==> src/rtl/usr_pkg.sv <==
// Shared types and width helpers for the universal shift register.
package usr_pkg;

  typedef enum logic [2:0] {
    OP_HOLD = 3'd0,
    OP_LOAD = 3'd1,
    OP_SHL  = 3'd2,
    OP_SHR  = 3'd3,
    OP_SRA  = 3'd4,
    OP_ROL  = 3'd5,
    OP_ROR  = 3'd6,
    OP_SER  = 3'd7
  } op_e;

  typedef enum logic {
    IDLE  = 1'b0,
    SHIFT = 1'b1
  } state_e;

  // Bits needed for a shift amount (and the frame counter, which peaks at N-1).
  function automatic int sh_w(input int n);
    return (n < 2) ? 1 : $clog2(n);
  endfunction

endpackage

==> src/rtl/usr_if.sv <==
// Command / data bundle between a controller and the shift register.
interface usr_if #(parameter int N = 8);
  import usr_pkg::*;
  localparam int SH_W = sh_w(N);

  logic            cmd_valid;
  logic            cmd_ready;
  op_e             cmd_op;
  logic [SH_W-1:0] cmd_amt;
  logic [N-1:0]    pin;
  logic            sin;
  logic [N-1:0]    pout;
  logic            sout;
  logic            busy;
  logic            done;

  modport master (
    output cmd_valid, cmd_op, cmd_amt, pin, sin,
    input  cmd_ready, pout, sout, busy, done
  );

  modport slave (
    input  cmd_valid, cmd_op, cmd_amt, pin, sin,
    output cmd_ready, pout, sout, busy, done
  );
endinterface

==> src/rtl/usr_barrel.sv <==
// Combinational shifter / rotator. Amounts >= N saturate shifts to the fill
// value; rotates wrap modulo N so odd widths behave like a true ring.
module usr_barrel
  import usr_pkg::*;
#(
  parameter int N    = 8,
  parameter int SH_W = sh_w(N)
) (
  input  logic [N-1:0]    data,
  input  logic [SH_W-1:0] amt,
  input  op_e             op,
  output logic [N-1:0]    res
);
  localparam int N2 = 2 * N;

  logic [N2-1:0]   dd;
  logic [SH_W-1:0] ramt;
  logic            big;

  // Select the shift/rotate result; non-shift opcodes pass data through.
  always_comb begin
    res  = data;
    dd   = '0;
    big  = (int'(amt) >= N);
    ramt = SH_W'(int'(amt) % N);
    unique case (op)
      OP_SHL: res = big ? '0 : (data << amt);
      OP_SHR: res = big ? '0 : (data >> amt);
      OP_SRA: res = big ? {N{data[N-1]}} : N'($signed(data) >>> amt);
      OP_ROL: begin
        dd  = {data, data} << ramt;
        res = dd[N2-1:N];
      end
      OP_ROR: begin
        dd  = {data, data} >> ramt;
        res = dd[N-1:0];
      end
      default: res = data;
    endcase
  end
endmodule

==> src/rtl/usr_framed.sv <==
// Universal shift register: single-cycle parallel ops plus an N-shift
// full-duplex serial frame reported through busy/done.
module usr_framed
  import usr_pkg::*;
#(
  parameter int N         = 8,
  parameter bit MSB_FIRST = 1'b1
) (
  input logic clk,
  input logic rst,
  usr_if.slave bus
);
  localparam int SH_W = sh_w(N);
  localparam int CW   = sh_w(N);

  state_e       st, st_n;
  logic [CW-1:0] cnt, cnt_n;
  logic [N-1:0] sreg, sreg_n, bres, ser;
  logic         sout_q, sout_n, done_q, done_n, sbit, acc;

  usr_barrel #(.N(N), .SH_W(SH_W)) u_barrel (
    .data (sreg),
    .amt  (bus.cmd_amt),
    .op   (bus.cmd_op),
    .res  (bres)
  );

  assign bus.cmd_ready = (st == IDLE);
  assign bus.busy      = (st == SHIFT);
  assign bus.pout      = sreg;
  assign bus.sout      = sout_q;
  assign bus.done      = done_q;

  // State, counter, storage and serial output flops; reset aborts any frame.
  always_ff @(posedge clk or negedge rst) begin
    if (!rst) begin
      st     <= IDLE;
      cnt    <= '0;
      sreg   <= '0;
      sout_q <= 1'b0;
      done_q <= 1'b0;
    end else begin
      st     <= st_n;
      cnt    <= cnt_n;
      sreg   <= sreg_n;
      sout_q <= sout_n;
      done_q <= done_n;
    end
  end

  // Next-state: command decode in IDLE, one serial shift per edge in SHIFT.
  always_comb begin
    st_n   = st;
    cnt_n  = cnt;
    sreg_n = sreg;
    sout_n = sout_q;
    done_n = 1'b0;
    acc    = bus.cmd_valid && (st == IDLE);
    if (MSB_FIRST) begin
      sbit = sreg[N-1];
      ser  = {sreg[N-2:0], bus.sin};
    end else begin
      sbit = sreg[0];
      ser  = {bus.sin, sreg[N-1:1]};
    end
    unique case (st)
      IDLE: begin
        if (acc) begin
          unique case (bus.cmd_op)
            OP_HOLD: sreg_n = sreg;
            OP_LOAD: sreg_n = bus.pin;
            OP_SER: begin
              // Accept edge is shift 1 of N.
              sreg_n = ser;
              sout_n = sbit;
              cnt_n  = CW'(N - 1);
              st_n   = SHIFT;
            end
            default: sreg_n = bres;
          endcase
        end
      end
      SHIFT: begin
        sreg_n = ser;
        sout_n = sbit;
        cnt_n  = cnt - CW'(1);
        if (cnt == CW'(1)) begin
          st_n   = IDLE;
          done_n = 1'b1;
        end
      end
      default: st_n = IDLE;
    endcase
  end
endmodule
==> src/flat_wrapper.sv <==
// flat-port wrapper written by rule: the top's interface ports become plain ports
module usr_framed_flat import usr_pkg::*;
#(
  parameter int N         = 8,
  parameter bit MSB_FIRST = 1'b1
)
  (clk, rst, bus_cmd_valid, bus_cmd_op, bus_cmd_amt, bus_pin, bus_sin, bus_cmd_ready, bus_pout, bus_sout, bus_busy, bus_done);
  usr_if #(.N(N)) bus_i ();
  input logic clk;
  input logic rst;
  input wire logic [$bits(bus_i.cmd_valid)-1:0] bus_cmd_valid;
  input wire logic [$bits(bus_i.cmd_op)-1:0] bus_cmd_op;
  input wire logic [$bits(bus_i.cmd_amt)-1:0] bus_cmd_amt;
  input wire logic [$bits(bus_i.pin)-1:0] bus_pin;
  input wire logic [$bits(bus_i.sin)-1:0] bus_sin;
  output wire logic [$bits(bus_i.cmd_ready)-1:0] bus_cmd_ready;
  output wire logic [$bits(bus_i.pout)-1:0] bus_pout;
  output wire logic [$bits(bus_i.sout)-1:0] bus_sout;
  output wire logic [$bits(bus_i.busy)-1:0] bus_busy;
  output wire logic [$bits(bus_i.done)-1:0] bus_done;
  assign bus_i.cmd_valid = bus_cmd_valid;
  assign bus_i.cmd_op = bus_cmd_op;
  assign bus_i.cmd_amt = bus_cmd_amt;
  assign bus_i.pin = bus_pin;
  assign bus_i.sin = bus_sin;
  assign bus_cmd_ready = bus_i.cmd_ready;
  assign bus_pout = bus_i.pout;
  assign bus_sout = bus_i.sout;
  assign bus_busy = bus_i.busy;
  assign bus_done = bus_i.done;
  usr_framed #(.N(N), .MSB_FIRST(MSB_FIRST)) u_core (.clk(clk), .rst(rst), .bus(bus_i));
endmodule
==> config.mk <==
export PLATFORM = sky130hd
export DESIGN_NAME = usr_framed_flat
export DESIGN_NICKNAME = d
export VERILOG_FILES = /design/src/rtl/usr_pkg.sv /design/src/rtl/usr_if.sv /design/src/rtl/usr_barrel.sv /design/src/rtl/usr_framed.sv /design/src/flat_wrapper.sv
export SDC_FILE = /design/constraint.sdc
export NUM_CORES = 1
export LEC_CHECK = 0
export CORE_MARGIN = 5
export CORE_UTILIZATION = 39
export CTS_CLUSTER_DIAMETER = 50
export CTS_CLUSTER_SIZE = 30
export DETAILED_ROUTE_END_ITERATION = 6
export GPL_ROUTABILITY_DRIVEN = 1
export SYNTH_ARGS = -nofsm -noshare
export SYNTH_HDL_FRONTEND = slang
export SYNTH_SLANG_ARGS = --single-unit
==> constraint.sdc <==
create_clock -name clk -period 1.8 [get_ports clk]
set_input_delay 0.36 -clock clk [delete_from_list [all_inputs] [get_ports clk]]
set_output_delay 0.36 -clock clk [all_outputs]
set_load 0.01 [all_outputs]
Word level (Yosys, flattened, before mapping)
Index checks and enable logic that the tools add are counted.
{ "op_classes": {"bitwise": 1, "n_eq_ne": 12, "n_mux": 16, "n_addsub": 1, "shifts": 5, "n_reduce_logical": 4} }
{ "ops": {"columns": ["cell", "count"], "rows": [
  ["one-hot mux 8 bit (5 select lines)", 1],
  ["one-hot mux 8 bit (3 select lines)", 1],
  ["one-hot mux 8 bit (2 select lines)", 1],
  ["<< shifter 16 x 3 -> 16 bit", 1],
  ["right shift 16 x 3 -> 8 bit", 1],
  ["== test 3 bit, second input constant", 4],
  ["two-way mux 8 bit", 1],
  ["!= test 8 x 1 -> 1 bit, second input constant", 1],
  ["<< shifter 8 x 3 -> 8 bit", 1],
  ["right shift 8 x 3 -> 8 bit", 1],
  [">>> shifter 8 x 3 -> 8 bit", 1],
  ["two-way mux 1 bit", 7],
  ["== test 3 x 1 -> 1 bit, second input constant", 2],
  ["== test 3 x 2 -> 1 bit, second input constant", 2],
  ["two-way mux 3 bit", 2],
  ["one-hot mux 3 bit (2 select lines)", 1],
  ["!= test 2 x 1 -> 1 bit, second input constant", 2],
  ["one-hot mux 1 bit (2 select lines)", 2],
  ["zero test 3 bit", 1],
  ["AND reduction 3 bit", 1],
  ["subtractor 3 x 1 -> 3 bit, second input constant", 1],
  ["!= test 2 bit, second input constant", 1],
  ["AND reduction 2 bit", 1],
  ["logical AND 1 bit", 1],
  ["inverter 1 bit", 1]
]} }
{ "totals": {"wordCells": 44, "output_inout_bits": 12, "ff_bits": 14} }

Depth between registers and ports, before layout
{ "depth": {"word_depth": 5, "depth_mapped": 8, "ltp_nobuf": 6} }

By module
A second synthesis with hierarchy kept.
{ "unflattened": {"cells_unflattened": 253, "hier_area_um2": 2087.0} }
{ "by_module_without_submodules": {"columns": ["mod", "area_each_um2", "n_inst", "cells_each"], "rows": [
  ["usr_barrel", 1252.5, 1, 168],
  ["usr_framed", 834.6, 1, 85]
]} }

Least setup slack after synthesis
No wires, ideal clock.
{ "synth_timing": {"path_type": "register -> register", "from": "reg u_core.sreg[4] (netlist: u_core.bus.pout[4])", "to": "reg u_core.sreg[7] (netlist: u_core.bus.pout[7])", "period_less_slack_ns": 1.850, "stages_incl_launch_ff": 7, "arrival_time_ns": 1.711, "required_ns": 1.661, "setup_slack_ns": -0.050, "path_cell_list": "dfrtp_1 clkbuf_1 mux4_2 mux2_2 a32o_1 o221ai_1 a22oi_1"} }
{ "synth_between": {"elab_chain_len": 5} }
{ "synth_rtl": {"columns": ["element", "line_no", "rtl"], "rows": [
  ["from (decl)", "usr_framed.sv:18", "logic [N-1:0] sreg, sreg_n, bres, ser;"],
  ["from (signal assigned)", "usr_framed.sv:45", "sreg <= sreg_n;"],
  ["right shift 16 x 3 -> 8 bit (tied with other cells)", "usr_barrel.sv:35", "dd = {data, data} >> ramt;"],
  ["one-hot mux 8 bit (5 select lines) (*)", "usr_barrel.sv:26", "unique case (op)"],
  ["one-hot mux 8 bit (3 select lines) (*)", "usr_framed.sv:69", "unique case (bus.cmd_op)"],
  ["two-way mux 8 bit (*)", "usr_framed.sv:68", "if (acc) begin"],
  ["one-hot mux 8 bit (2 select lines) (*)", "usr_framed.sv:66", "unique case (st)"]
]} }
Every way passes the cells marked *; elsewhere a longest branch is shown, timed or not. The select of a mux whose other input is x is not followed.
A chain may end at the register's enable or synchronous reset.

Worst setup path in the final report
{ "layout_timing": {"from": "reg u_core.sreg[7] (netlist: u_core.bus.pout[7])", "to": "reg u_core.sreg[7] (netlist: u_core.bus.pout[7])"} }
Same word-level chain as after synthesis.

==> results.sh <==
export IMPL_rsz0062_at_grt="yes"
export IMPL_cts_tree="built"
export IMPL_postRouteAntennaNets=0
export IMPL_num_antenna_cells=0
export IMPL_reg2reg_to="u_core.bus.pout[7]"
export IMPL_ios=30
export IMPL_startpoint="u_core.bus.pout[7]"
export IMPL_async_reset_ff_share_pct=100.0
export IMPL_ys_flop_type="dfrtp_1"
export IMPL_finalNetCount=354
export IMPL_cts_reportedPaths_clkPinSlew_ps=60
export IMPL_critPathRequiredTime_ps=1930
export IMPL_critical_path_class="reg -> reg"
export IMPL_synthToLayoutAreaGrowth_pct=52.64
export IMPL_drtIter0Drc=267
export IMPL_ys_types=54
export IMPL_worstPathArrival_ps=1980
export IMPL_ys_seq_area_share_pct=17.40
export IMPL_grt_ovfl_total=0
export IMPL_peakVddDrop_mv=0.8246
export IMPL_cts_root_buf="clkbuf_8"
export IMPL_cts_buffers=3
export IMPL_fmax_mhz=539.2
export IMPL_fillCellCount=470
export IMPL_ys_warn_count=0
export IMPL_core_area_sq_um=5075
export IMPL_worst_pin_slew_ps=365.8
export IMPL_antenna_found_initial=0
export IMPL_grt_pass1_wl_mm=11.85
export IMPL_final_layout_size_suffix_gt1_share_pct=42.04
export IMPL_ctsHoldBuffers=0
export IMPL_status="finished with violations"
export IMPL_via_per_inst=6.184
export IMPL_syn_nets=269
export IMPL_crit_path_end_kind="flip-flop"
export IMPL_port_buffers=29
export IMPL_whs_ps=409.1
export IMPL_cp_start_kind="flip-flop"
export IMPL_synth_area_top_cells="dfrtp_1 (17%), mux4_2 (8.9%), mux2i_1 (7.0%)"
export IMPL_powerDensity_nw_per_um2=1289
export IMPL_grt_pass1_vias=2324
export IMPL_hp_class="in -> async"
export IMPL_synth_top_area_share_pct=17.40
export IMPL_final_hold_viol_count=0
export IMPL_place_hpwl_mm=5.657
export IMPL_netlist_instances=249
export IMPL_die_w_um=81.85
export IMPL_worstSkewPairLatency_ps=260
export IMPL_worst_path_max_fanout=3
export IMPL_yosys_area_top_type="dfrtp_1"
export IMPL_most_common_layout_cells="buf_4 (70), nand2_1 (22), clkdlybuf4s50_1 (19)"
export IMPL_dieArea_sq_um=6699
export IMPL_wl_per_cell_um=18.89
export IMPL_drc=0
export IMPL_fin_ws_ps=-54.52
export IMPL_synth_seq_cells=14
export IMPL_wirelength_mm=7.611
export IMPL_cts_sinks=14
export IMPL_report_final_slew_viol_count=0
export IMPL_initial_core_util_pct=39.67
export IMPL_synthesis_area_sq_um=2013
export IMPL_layout_commonest_cell="buf_4"
export IMPL_clock_skew_ps=2.021
export IMPL_fp_dieH_um=81.85
export IMPL_grt_max_degree=28
export IMPL_p_leak_uw=0.001322
export IMPL_finalWeightedCongestion=0.9533
export IMPL_utilization_pct=60.55
export IMPL_period_minus_slack_ps=1855
export IMPL_violations="setup timing"
export IMPL_htreeDepth=1
export IMPL_synth_area_per_cell_sq_um=8.085
export IMPL_clk_path_buf_depth=2
export IMPL_r2r_start="u_core.bus.pout[7]"
export IMPL_vias=2492
export IMPL_rows=26
export IMPL_grt_usage_pct=23.25
export IMPL_maxCapViolCount=0
export IMPL_reg2reg_slack_ps=-50
export IMPL_reg2regPathDepth=6
export IMPL_fin_crit_sh_pct=103.0
export IMPL_relSlewSlack_pct=75.45
export IMPL_setup_viol_count_final=3
export IMPL_drt_pass1_iter_count=5
export IMPL_synth_edff_count=0
export IMPL_crit_path_end="u_core.bus.pout[7]"
registers in the layout, indices dropped and copies added (netlist names):
register	cells
u_core.bus.busy	1
u_core.bus.sout	1
u_core.cnt	3
u_core.bus.pout	8
u_core.bus.done	1
how the worst min path moves through the flow:
stage                    endpoint          start  cells after the start  slack [ps]
4_1_cts           u_core.bus.done            rst                      2         420
6_report       u_core.bus.pout[3]            rst                      2         410
5_1_grt        u_core.bus.pout[6]            rst                      2         430
3_3_place_gp      u_core.bus.done  u_core.cnt[2]                      1         470
2_1_floorplan     u_core.bus.busy            rst                      0          60
3_5_place_dp      u_core.bus.done  u_core.cnt[2]                      1         480
layout make-up:
cell class	count	area (sq um)	area share [%]
multi-input combinational	196	1565	50.94
timing repair buffer	111	977.2	31.80
sequential	14	357.8	11.64
tap	70	87.58	2.850
clock buffer	4	55.05	1.792
inverter	8	30.03	0.9772
metrics by stage:
stage	instances	setup TNS [ps]	power, uW	cell area [sq um]	setup WS (ps)
global placement	390	-5535	3355	2816	-661.7
floorplan	249	-13.48	2138	2024	-13.48
detailed placement	390	-5504	3372	2816	-641.0
CTS	395	-111.7	3749	2924	-59.29
global route	403	-550.5	4226	3073	-109.0
finish	403	-86.76	3962	3073	-54.52
synth_stat cells (3+ instances only):
| library cell | n |
|---|---|
| dfrtp_1 | 14 |
| o22ai_1 | 5 |
| and2_1 | 3 |
| a211oi_1 | 6 |
| a22oi_1 | 4 |
| o31ai_1 | 4 |
| buf_2 | 8 |
| a22o_1 | 6 |
| buf_4 | 5 |
| o211ai_1 | 6 |
| nor3_1 | 3 |
| a21oi_1 | 17 |
| nand3_1 | 6 |
| mux2_2 | 9 |
| a31oi_1 | 3 |
| nor2_1 | 21 |
| o221ai_1 | 5 |
| mux4_2 | 8 |
| nor2b_1 | 3 |
| mux2i_1 | 14 |
| inv_1 | 8 |
| a221oi_1 | 3 |
| clkbuf_1 | 15 |
| o21ai_0 | 9 |
| nand2b_1 | 3 |
| nand2_1 | 22 |
metal layers:
layer	up-vias	wire length, um	GRT usage (%)
met5	-	0	0
met4	0	208	7.973
met3	22	677	5.373
met2	146	3602	35.62
met1	1199	3123	31.95
li1	1125	-	-
cell families (layout without fill, tap and decap cells):
logic type | after synthesis | after routing | synth area share [%]
AO/OA/AOI/OAI | 94 | 94 | 34.68
XOR/XNOR | 3 | 3 | 1.305
adder cells (fa/ha/maj) | 2 | 2 | 1.243
buffers and inverters | 39 | 123 | 9.447
flip-flops | 14 | 14 | 17.40
multiplexers | 31 | 31 | 20.94
AND/OR/NAND/NOR | 66 | 66 | 14.98
critical path: stages, from the launching register on:
cell and delay (ps):
dfrtp_2 420, buf_4 140, mux4_2 440, mux2_4 280, a32o_1 210, o221ai_1 140, a22oi_1 100
repair_timing:
item / 4_1_cts / 5_1_grt
buffers inserted: 1 / 8
gates resized for setup: 30 / 32
endpoints found under the setup margin: 14 / 13
endpoints found under the hold margin: 0 / 0
pin swaps: 7 / 14
cloned: 0 / 0
power breakdown:
group / internal (uW) / switching [uW] / leakage, uW
Sequential: 486 / 260 / 0.000155
Clock: 195 / 131 / 0.0000288
Combinational: 1550 / 1340 / 0.00114
Total: 2230 / 1730 / 0.00132
Power figures use the tool's default switching activity.
